--- config.mk ---
export PLATFORM = sky130hd
export DESIGN_NAME = pq_auto_sequencer
export DESIGN_NICKNAME = d
export VERILOG_FILES = /design/src/rtl/pq_auto_sequencer.sv
export SDC_FILE = /design/constraint.sdc
export NUM_CORES = 1
export LEC_CHECK = 0
export ABC_AREA = 1
export CORE_MARGIN = 2
export CORE_UTILIZATION = 35
export DETAILED_ROUTE_END_ITERATION = 10
export PLACE_DENSITY_LB_ADDON = 0.3
export REMOVE_ABC_BUFFERS = 1
export SLEW_MARGIN = 20
export SYNTH_ARGS = -nofsm -noshare
export SYNTH_HDL_FRONTEND = slang
export SYNTH_SLANG_ARGS = --single-unit
--- constraint.sdc ---
create_clock -name clk -period 1.9 [get_ports clk]
set_clock_uncertainty 0.15 [all_clocks]
set_input_delay 0.38 -clock clk [delete_from_list [all_inputs] [get_ports clk]]
set_output_delay 0.38 -clock clk [all_outputs]
set_load 0.02 [all_outputs]
--- src/rtl/pq_auto_sequencer.sv ---
// Autonomous driver for the demo priority queue: fills it with LFSR keys, drains it,
// displays each dequeued key for a fixed dwell and flags any min-order violation.
module pq_auto_sequencer #(
    parameter int unsigned DEPTH          = 16,
    parameter int unsigned DISPLAY_CYCLES = 4,
    parameter logic [15:0] SEED           = 16'hACE1
) (
    input  logic        clk,
    input  logic        rst,
    input  logic        start,
    output logic        pq_req,
    output logic        pq_op,
    output logic [15:0] pq_key,
    input  logic        pq_ack,
    input  logic [15:0] pq_key_out,
    input  logic        pq_full,
    input  logic        pq_empty,
    output logic [7:0]  data1,
    output logic [7:0]  data2,
    output logic [2:0]  red,
    output logic [2:0]  green,
    output logic [2:0]  blue,
    output logic        sigIDLE,
    output logic        sigSTART,
    output logic        sigADD,
    output logic        sigREMOVE,
    output logic        sigDISPLAY,
    output logic        sigFULL,
    output logic        sigEMPTY,
    output logic [4:0]  count,
    output logic        err
);

    localparam logic [4:0]  DepthCnt  = 5'(DEPTH);
    localparam logic [15:0] DwellLast = 16'(DISPLAY_CYCLES - 1);

    typedef enum logic [2:0] {
        StIdle, StStart, StAdd, StFull, StRemove, StDisplay, StEmpty
    } state_e;

    state_e      state_q, state_d;
    logic        req_q, req_d;
    logic        op_q, op_d;
    logic [15:0] key_q, key_d;
    logic [15:0] lfsr_q, lfsr_d;
    logic [15:0] prev_q, prev_d;
    logic [15:0] last_q, last_d;
    logic [15:0] dwell_q, dwell_d;
    logic [4:0]  count_q, count_d;
    logic        err_q, err_d;
    logic [2:0]  red_q, red_d;
    logic [2:0]  green_q, green_d;
    logic [2:0]  blue_q, blue_d;

    logic        ack_seen;
    logic [4:0]  count_inc;
    logic [4:0]  count_dec;
    logic [15:0] lfsr_next;

    // An ack only counts while a request is outstanding.
    assign ack_seen  = req_q & pq_ack;
    assign count_inc = count_q + 5'd1;
    assign count_dec = (count_q == 5'd0) ? 5'd0 : count_q - 5'd1;
    assign lfsr_next = {lfsr_q[14:0], lfsr_q[15] ^ lfsr_q[13] ^ lfsr_q[12] ^ lfsr_q[10]};

    always_comb begin
        state_d = state_q;
        req_d   = req_q;
        op_d    = op_q;
        key_d   = key_q;
        lfsr_d  = lfsr_q;
        prev_d  = prev_q;
        last_d  = last_q;
        dwell_d = dwell_q;
        count_d = count_q;
        err_d   = err_q;
        red_d   = red_q;
        green_d = green_q;
        blue_d  = blue_q;

        case (state_q)
            StIdle: begin
                if (start) state_d = StStart;
            end
            StStart: begin
                count_d = 5'd0;
                err_d   = 1'b0;
                prev_d  = 16'd0;
                red_d   = 3'd0;
                green_d = 3'd0;
                blue_d  = 3'd0;
                state_d = StAdd;
            end
            StAdd: begin
                if (ack_seen) begin
                    req_d   = 1'b0;
                    count_d = count_inc;
                    lfsr_d  = lfsr_next;
                    if (pq_full || count_inc == DepthCnt) state_d = StFull;
                end else if (!req_q) begin
                    req_d = 1'b1;
                    op_d  = 1'b0;
                    key_d = lfsr_q;
                end
            end
            StFull: begin
                state_d = StRemove;
            end
            StRemove: begin
                if (ack_seen) begin
                    req_d   = 1'b0;
                    last_d  = pq_key_out;
                    err_d   = err_q | (pq_key_out < prev_q);
                    prev_d  = pq_key_out;
                    count_d = count_dec;
                    red_d   = err_d ? 3'b111 : 3'b000;
                    green_d = err_d ? 3'b000 : 3'b111;
                    blue_d  = count_dec[2:0];
                    dwell_d = 16'd0;
                    state_d = StDisplay;
                end else if (!req_q) begin
                    // Queue-side empty wins over our own count.
                    if (pq_empty || count_q == 5'd0) begin
                        state_d = StEmpty;
                    end else begin
                        req_d = 1'b1;
                        op_d  = 1'b1;
                    end
                end
            end
            StDisplay: begin
                if (dwell_q == DwellLast) begin
                    state_d = (count_q == 5'd0) ? StEmpty : StRemove;
                end else begin
                    dwell_d = dwell_q + 16'd1;
                end
            end
            StEmpty: begin
                red_d   = 3'd0;
                green_d = 3'd0;
                blue_d  = 3'd0;
                state_d = start ? StStart : StIdle;
            end
            default: begin
                state_d = StIdle;
                req_d   = 1'b0;
            end
        endcase
    end

    always_ff @(posedge clk or negedge rst) begin
        if (!rst) begin
            state_q <= StIdle;
            req_q   <= 1'b0;
            op_q    <= 1'b0;
            key_q   <= 16'd0;
            lfsr_q  <= SEED;
            prev_q  <= 16'd0;
            last_q  <= 16'd0;
            dwell_q <= 16'd0;
            count_q <= 5'd0;
            err_q   <= 1'b0;
            red_q   <= 3'd0;
            green_q <= 3'd0;
            blue_q  <= 3'd0;
        end else begin
            state_q <= state_d;
            req_q   <= req_d;
            op_q    <= op_d;
            key_q   <= key_d;
            lfsr_q  <= lfsr_d;
            prev_q  <= prev_d;
            last_q  <= last_d;
            dwell_q <= dwell_d;
            count_q <= count_d;
            err_q   <= err_d;
            red_q   <= red_d;
            green_q <= green_d;
            blue_q  <= blue_d;
        end
    end

    assign pq_req     = req_q;
    assign pq_op      = op_q;
    assign pq_key     = key_q;
    assign data1      = last_q[15:8];
    assign data2      = last_q[7:0];
    assign red        = red_q;
    assign green      = green_q;
    assign blue       = blue_q;
    assign count      = count_q;
    assign err        = err_q;
    assign sigIDLE    = (state_q == StIdle);
    assign sigSTART   = (state_q == StStart);
    assign sigADD     = (state_q == StAdd);
    assign sigREMOVE  = (state_q == StRemove);
    assign sigDISPLAY = (state_q == StDisplay);
    assign sigFULL    = (state_q == StFull);
    assign sigEMPTY   = (state_q == StEmpty);

endmodule

==> results_dict.tcl, run 1 <==
set metrics [dict create \
    cts_buffer_depth 2 \
    drc 0 \
    ant_nets 0 \
    vdd_drop_max_mv 0.640 \
    track_usage 0.160 \
    worst-slew-pin-transition_ns 0.462 \
    numPortBuffers 77 \
    cts_tree "built" \
    area_growth_pct 29.9 \
    setup_slack_ns 0.0290 \
    grt_setup_unrepaired "true" \
    die_w_um 121 \
    path_buf_inv 1 \
    num-fill-cells 1285 \
    grt_pass1_vias 3797 \
    clk_latency_ns 0.35 \
    end_kind "output port" \
    outcome "finished, final reports clean" \
    grt_overflow 0 \
    hold_violations 0 \
    period_needed_ns 1.87 \
    drv_cap 0 \
    total_power_mw 8.13 \
    arrival_ns 1.34 \
    yosysWarnings 0 \
    drtPass1Iterations 4 \
    min_path_type "reg2reg" \
    synth_area_per_cell_um2 8.67 \
    gp_congestion 0.887 \
    antenna_found_initial 0 \
    crit_fanout 3 \
    fin_crit_sh 0.985 \
    dieArea_um2 14600 \
    syn_area_um2 4760 \
    routed_wl_um 11000 \
    synthCells 549 \
    crit_family "buffers and inverters" \
    drtIter0Drc 218 \
    clock_sinks 96 \
    crit_type "reg2out" \
    grt_pass1_wl_um 18600 \
    drive_above_1_share 0.152 \
    crit_path_top_delay_cell "clkdlybuf4s50_1" \
    crit_chain "clkdlybuf4s50_1" \
    fmax_mhz 534 \
    ys_types 37 \
    slowest_delay_ns 0.62 \
    ys_ff_latch 96 \
    ys_seq_area_frac 0.507 \
    dp_slack_ns -0.188 \
    maxSlewHeadroom 0.689 \
    cp.required_ns 1.37 \
    p_leak_nw 3.00 \
    coreArea_um2 13200 \
    wl_per_cell_um 13.2 \
    clk_pin_slew_ns 0.07 \
    setup_violations 0 \
    vias 3920 \
    ioPinCount 78 \
    viasPerCell 4.71 \
    drv_slew 0 \
    start_util 0.360 \
    numCtsBuffers 9 \
    rows 42 \
    cellPowerDensity_nw_per_um2 1310 \
    critPathLaunchType "register" \
    fp.dieH_um 121 \
    grt_max_degree 33 \
    cts_max_level 3 \
    dp_hpwl_um 8180 \
    fin_setup_tns_ns 0 \
    num_antenna_cells 0 \
    cts-root-buf "clkbuf_16" \
    nets 692 \
]
==> cell families after synthesis <==
family,share of synthesized area
mux,0.00315
fa+ha+maj,0.0499
xor+xnor,0.0221
buf+inv,0.0828
flops,0.507
simple gates,0.225
compound gates,0.110
==> layer usage <==
metal,GRT usage,routed length [um],vias up,part of all wire
met4,0.0538,161,0,0.015
met1,0.217,5240,1871,0.48
li1,-,-,1974,-
met2,0.254,5110,63,0.47
met5,0,0,-,0
met3,0.0368,465,12,0.042
==> cell type report <==
| cell class | count | area, um^2 | area share |
|---|---|---|---|
| inverter | 73 | 278 | 0.0449 |
| multi-input combinational | 364 | 1970 | 0.319 |
| sequential | 96 | 2410 | 0.390 |
| clock inverter | 5 | 40.0 | 0.00647 |
| clock buffer | 11 | 233 | 0.0376 |
| tap | 176 | 220 | 0.0356 |
| timing repair buffer | 107 | 1030 | 0.166 |
==> flip-flops by register name, indices dropped and copies added, names as in the netlist <==
signal   flops
pq_key      16
blue         3
green        1
state_q      3
dwell_q     16
count        5
pq_req       1
pq_op        1
red          1
prev_q      16
lfsr_q      16
last_q      16
err          1
==> synth_stat cells <==
cell type	instances	area, um^2
o21ai_1	11	55.1
o211ai_1	1	7.51
buf_4	5	37.5
inv_4	1	6.26
ha_1	19	238
clkbuf_1	1	3.75
nor2_2	3	18.8
o2111ai_1	1	8.76
nand4_1	12	75.1
nand2_2	3	18.8
nor2_8	1	20.0
nor2_1	23	86.3
a21boi_0	1	7.51
xnor2_1	3	26.3
a32o_1	1	10.0
dfrtp_1	88	2200
nand2_1	160	601
nand3_1	28	140
o21ai_0	37	185
a21oi_1	13	65.1
nand3b_1	1	7.51
clkinv_2	1	5.00
buf_6	4	45.0
nor2_4	1	11.3
nand2_4	3	33.8
inv_1	67	251
nor4_1	1	6.26
xor2_1	9	78.8
o21ai_2	15	131
dfstp_2	8	210
inv_2	4	15.0
nor3_1	7	35.0
buf_2	6	30.0
o31ai_1	2	15.0
mux2_4	1	15.0
nand2_8	1	20.0
o22ai_1	6	37.5
==> timing repair <==
item / CTS / global route
hold buffers: 1 / 0
setup endpoints to repair: 19 / 38
pin swaps: 1 / 0
buffers inserted: 0 / 0
gates cloned: 0 / 0
hold endpoints to repair: 22 / 0
resized for setup: 40 / 17
==> per-stage QoR <==
| step | cell area [um^2] | instances | util | hold slack [ns] |
|---|---|---|---|---|
| after floorplan | 4640 | 533 | - | -0.0656 |
| after global placement | 5910 | 815 | 0.447 | 0.197 |
| after detailed placement | 5910 | 815 | 0.447 | 0.201 |
| after CTS | 6160 | 832 | 0.465 | 0.324 |
| after global routing | 6190 | 832 | 0.467 | 0.337 |
| final | 6190 | 832 | 0.467 | 0.321 |
==> power breakdown <==
part	switching, mW	total [mW]	internal [mW]
registers	0.379	2.94	2.56
logic	2.07	3.49	1.41
clock network	0.808	1.71	0.900
total	3.26	8.13	4.87
==> cell usage in the layout (no fill, tap or decap), types with 15 or more instances in the layout <==
cell type        count
ha_1                19
clkdlybuf4s50_1     52
o21ai_0             37
nand2_1            159
buf_4               28
nand3_1             28
o21ai_2             15
dfrtp_1             88
inv_1               65
nor2_1              20
==> worst min-delay path, cell delays in order, from the launching register on <==
cell	delay (ns)
dfstp_2	0.37
nand2_1	0.05
o21ai_1	0.05
==> worst paths after layout <==
path	from	end	slack (ns)	cells after the start
worst max register to register	state_q[1]	pq_key[5]	0.13	11
worst min-delay path	lfsr_q[11]	lfsr_q[11]	0.32	2
worst min register to register	lfsr_q[11]	lfsr_q[11]	0.32	2
max in group asynchronous	rst	lfsr_q[15]	0.63	3
min in group asynchronous	rst	lfsr_q[3]	0.37	2
worst max-delay path	count[4]	count[4]	0.03	1
Power figures use the tool's default switching activity.
==> run 2, diff against run 1 <==
CELL_PAD_IN_SITES_DETAIL_PLACEMENT = 1   (was not set)
CELL_PAD_IN_SITES_GLOBAL_PLACEMENT = 2   (was not set)
CORE_UTILIZATION = 32   (was 35)
SKIP_LAST_GASP = 1   (was not set)
==> run 2 against run 1 <==
  * Critical path depth is the same
  * Power rose by 2.0%
  * Fmax down 0.38%
  * First-iteration DRC count fell by 38%
  * Non-clock buffer count unchanged
  * Utilization down 3.8 points
  * Critical path type unchanged
==> results_dict.tcl, run 2 (synthesis gave the netlist of run 1 again) <==
set metrics [dict create \
    crit_chain "clkdlybuf4s50_1" \
    nets 692 \
    clock_sinks 96 \
    p_leak_nw 3.12 \
    drv_cap 0 \
    cp.required_ns 1.37 \
    dpl_cell_area_um2 5910 \
    wl_per_cell_um 15.1 \
    numPortBuffers 77 \
    slowest_delay_ns 0.62 \
    crit_type "reg2out" \
    start_util 0.328 \
    r2r_slack_ns 0.08 \
    grt_pass1_vias 4416 \
    vias 3978 \
    grt_pass1_wl_um 21700 \
    cellPowerDensity_nw_per_um2 1330 \
    grt_overflow 0 \
    crit_family "buffers and inverters" \
    rows 44 \
    dieArea_um2 15900 \
    ant_nets 0 \
    area_growth_pct 30.9 \
    worst-slew-pin-transition_ns 0.407 \
    track_usage 0.171 \
    critPathLaunchType "register" \
    hold_violations 0 \
    die_w_um 126 \
    grt_max_degree 40 \
    setup_violations 0 \
    path_buf_inv 1 \
    crit_path_top_delay_cell "clkdlybuf4s50_1" \
    fin_crit_sh 0.988 \
    clk_pin_slew_ns 0.08 \
    routed_wl_um 12700 \
    num_antenna_cells 0 \
    antenna_found_initial 0 \
    cts-root-buf "clkbuf_16" \
    dp_hpwl_um 9480 \
    fmax_mhz 532 \
    drv_slew 0 \
    min_path_type "in2async" \
    outcome "finished, final reports clean" \
    layout_common_cells "nand2_1 (158), dfrtp_1 (86), inv_1 (64)" \
    end_kind "output port" \
    drive_above_1_share 0.160 \
    grt_setup_unrepaired "true" \
    vdd_drop_max_mv 0.606 \
    gp_congestion 0.853 \
    cts_tree "built" \
    placed_cells 823 \
    drtIter0Drc 136 \
    drtPass1Iterations 4 \
    viasPerCell 4.74 \
    whs_ns 0.237 \
    arrival_ns 1.35 \
    layout_commonest_cell "nand2_1" \
    fp.dieH_um 126 \
    maxSlewHeadroom 0.726 \
    final_cells 840 \
    ioPinCount 78 \
    crit_fanout 2 \
    total_power_mw 8.30 \
    cts_buffer_depth 2 \
    coreArea_um2 14500 \
    clk_latency_ns 0.35 \
    drc 0 \
    num-fill-cells 1769 \
    numCtsBuffers 9 \
    period_needed_ns 1.88 \
    fin_area_um2 6230 \
    cts_max_level 3 \
]
## run 2: cell count changes in the layout (fill, tap and decap cells not counted), moves of 2 or more
cell / previous run / this run
dlymetal6s2s_1: 5 / 10
dlygate4sd2_1: 12 / 15
inv_6: 1 / 3
dfrtp_2: 0 / 2
dfrtp_1: 88 / 86
clkdlybuf4s50_1: 52 / 44
nor2_2: 5 / 3
## run 2: per-layer routing
metal	routed length, um	global-route usage
met4	178	0.0608
met1	5810	0.214
met2	6220	0.293
met5	0	0
met3	479	0.0344
## run 2: layout make-up
| class | instances | area (um^2) | share of cell area |
|---|---|---|---|
| multi-input combinational | 364 | 1990 | 0.319 |
| inverter | 73 | 283 | 0.0454 |
| clock buffer | 10 | 229 | 0.0367 |
| tap | 184 | 230 | 0.0369 |
| sequential | 96 | 2410 | 0.388 |
| timing repair buffer | 107 | 1030 | 0.166 |
| clock inverter | 6 | 52.6 | 0.00843 |
## run 2: what timing repair did
| action | in CTS | in global routing |
|---|---|---|
| gates resized for setup | 48 | 26 |
| hold buffers | 1 | 0 |
| buffers inserted | 0 | 0 |
| cloned | 0 | 0 |
| pin swaps | 1 | 0 |
| endpoints found under the hold margin | 43 | 0 |
| setup endpoints to repair | 39 | 46 |
## run 2: path summary, 6_finish.rpt
| check | from | endpoint | cells after the start |
|---|---|---|---|
| worst max-delay path | pq_op | pq_op | 1 |
| worst min-delay path | rst | lfsr_q[3] | 2 |
| worst max register to register | state_q[1] | count[3] | 10 |
| worst min register to register | lfsr_q[11] | lfsr_q[11] | 2 |
| max in group asynchronous | rst | lfsr_q[15] | 3 |
| min in group clk | lfsr_q[11] | lfsr_q[11] | 2 |
## run 2: power by group
group	switching, mW	internal, mW	total (mW)	leakage, nW
Combinational	2.12	1.42	3.54	1.72
Sequential	0.406	2.56	2.97	1.27
Clock	0.872	0.911	1.78	0.132
Total	3.40	4.89	8.30	3.12
## run 2: stage by stage
| step | worst slack (ns) | TNS (ns) | util |
|---|---|---|---|
| 4_1_cts | -0.115 | -0.127 | 0.426 |
| 5_1_grt | -0.0264 | -0.0925 | 0.429 |
| 3_5_place_dp | -0.219 | -2.00 | 0.407 |
| 6_report | 0.0220 | 0 | 0.429 |
| 3_3_place_gp | -0.179 | -1.65 | 0.407 |
| 2_1_floorplan | -0.0554 | -0.0554 | - |
==> run 3, diff against run 2 <==
PLACE_DENSITY_LB_ADDON = 0.1   (was 0.3)
==> run 3 against run 2 <==
  * The run now ends with negative setup slack left
  * Cell count grew 1.5%
  * Flip-flop and latch count is the same
  * Sequential power shrank 1%
  * Die area is the same
  * Hold slack gained 0.058 ns
  * Combinational power grew 12%
  * Final area grew 4.7%
  * Power grew 5.6%
==> results_dict.tcl, run 3 (synthesis gave the netlist of run 1 again) <==
set metrics [dict create \
    outcome "complete, but fails checks" \
    failed_checks "negative setup slack" \
    ioPinCount 78 \
    utilization 0.449 \
    vias 4066 \
    cts_max_level 3 \
    fin_crit_sh 1.01 \
    setup_violations 6 \
    p_leak_nw 3.17 \
    crit_path_top_delay_cell "clkdlybuf4s50_1" \
    drc 0 \
    layout_common_cells "nand2_1 (143), dfrtp_1 (88), inv_1 (65)" \
    grt_setup_unrepaired "true" \
    track_usage 0.163 \
    grt_max_degree 52 \
    seq_area_um2 2410 \
    crit_family "buffers and inverters" \
    grt_pass1_vias 4262 \
    start_util 0.328 \
    nets 705 \
    min_path_type "in2async" \
    drive_above_1_share 0.196 \
    cp.required_ns 1.37 \
    cts_buffer_depth 2 \
    slowest_delay_ns 0.63 \
    arrival_ns 1.39 \
    clock_sinks 96 \
    num_antenna_cells 0 \
    fmax_mhz 520 \
    layout_commonest_cell "nand2_1" \
    viasPerCell 4.77 \
    multiInputGateArea_um2 2130 \
    path_buf_inv 1 \
    numCtsBuffers 9 \
    wl_per_cell_um 14.9 \
    drtPass1Iterations 4 \
    crit_type "reg2out" \
    hold_violations 0 \
    period_needed_ns 1.92 \
    antenna_found_initial 1 \
    ant_nets 0 \
    cts-root-buf "clkbuf_16" \
    num-fill-cells 1696 \
    cts_tree "built" \
    dp_hpwl_um 9090 \
    grt_pass1_wl_um 20800 \
    drv_cap 0 \
    numPortBuffers 77 \
    area_growth_pct 37.0 \
    rows 44 \
    maxSlewHeadroom 0.711 \
    worst-slew-pin-transition_ns 0.430 \
    total_power_mw 8.76 \
    coreArea_um2 14500 \
    drv_slew 0 \
    vdd_drop_max_mv 0.564 \
    crit_chain "clkdlybuf4s50_1" \
    clk_pin_slew_ns 0.07 \
    crit_fanout 2 \
    gp_congestion 0.825 \
    critPathLaunchType "register" \
    setup_slack_ns -0.0222 \
    fin_area_um2 6520 \
    dieArea_um2 15900 \
    drtIter0Drc 116 \
    fp.dieH_um 126 \
    dpl_cell_area_um2 5960 \
    grt_overflow 0 \
    routed_wl_um 12700 \
    dp_slack_ns -0.162 \
    die_w_um 126 \
    end_kind "output port" \
    clk_latency_ns 0.36 \
    cellPowerDensity_nw_per_um2 1340 \
    fin_setup_tns_ns -0.0457 \
]
## run 3: path summary, 6_finish.rpt
check | slack, ns | start | end | cells after the start
worst max-delay path | -0.02 | pq_key[10] | pq_key[10] | 1
worst min-delay path | 0.30 | rst | pq_key[7] | 2
worst max register to register | 0.02 | state_q[1] | pq_key[2] | 12
worst min register to register | 0.33 | lfsr_q[11] | lfsr_q[11] | 2
max in group asynchronous | 0.72 | rst | green[1] | 3
min in group clk | 0.33 | lfsr_q[11] | lfsr_q[11] | 2
## run 3: cell type report
class / instances / share of cell area
Multi-Input combinational cell: 364 / 0.326
Clock buffer: 11 / 0.0357
Sequential cell: 96 / 0.370
Timing Repair Buffer: 120 / 0.179
Clock inverter: 5 / 0.00979
Inverter: 73 / 0.0437
Tap cell: 184 / 0.0353
## run 3: routing by layer
metal	GRT usage	up-vias	share of wire
met1	0.214	1997	0.48
met3	0.0382	14	0.034
met5	0	-	0.0013
li1	-	1996	-
met2	0.271	57	0.48
met4	0.0465	2	0.012
## run 3: timing repair
| item | in CTS | in global routing |
|---|---|---|
| endpoints found under the setup margin | 20 | 39 |
| cloned | 0 | 3 |
| pin swaps | 0 | 2 |
| resized for setup | 41 | 63 |
| endpoints found under the hold margin | 14 | 0 |
| setup buffers | 0 | 4 |
| hold buffers | 1 | 0 |
## run 3: per-stage QoR
step | cells | hold WS, ns
after floorplan | 533 | -0.0656
after global placement | 829 | 0.132
after detailed placement | 829 | 0.133
after CTS | 846 | 0.292
after global routing | 853 | 0.301
final | 853 | 0.295
## run 3: worst reg2reg max path, stage by stage, from the launching register on
cell and delay, ns:
dfrtp_1 0.40, inv_2 0.08, nor2_4 0.13, inv_2 0.06, buf_6 0.12, nor2_4 0.10, buf_6 0.14, inv_4 0.04
nor2_4 0.13, clkinv_4 0.12, clkbuf_16 0.21, nand2_4 0.06, o21ai_2 0.04
## run 3: where the power goes
part / internal [mW] / switching, mW / leakage, nW
Combinational: 1.66 / 2.28 / 1.76
Sequential: 2.56 / 0.375 / 1.27
Clock: 1.04 / 0.845 / 0.141
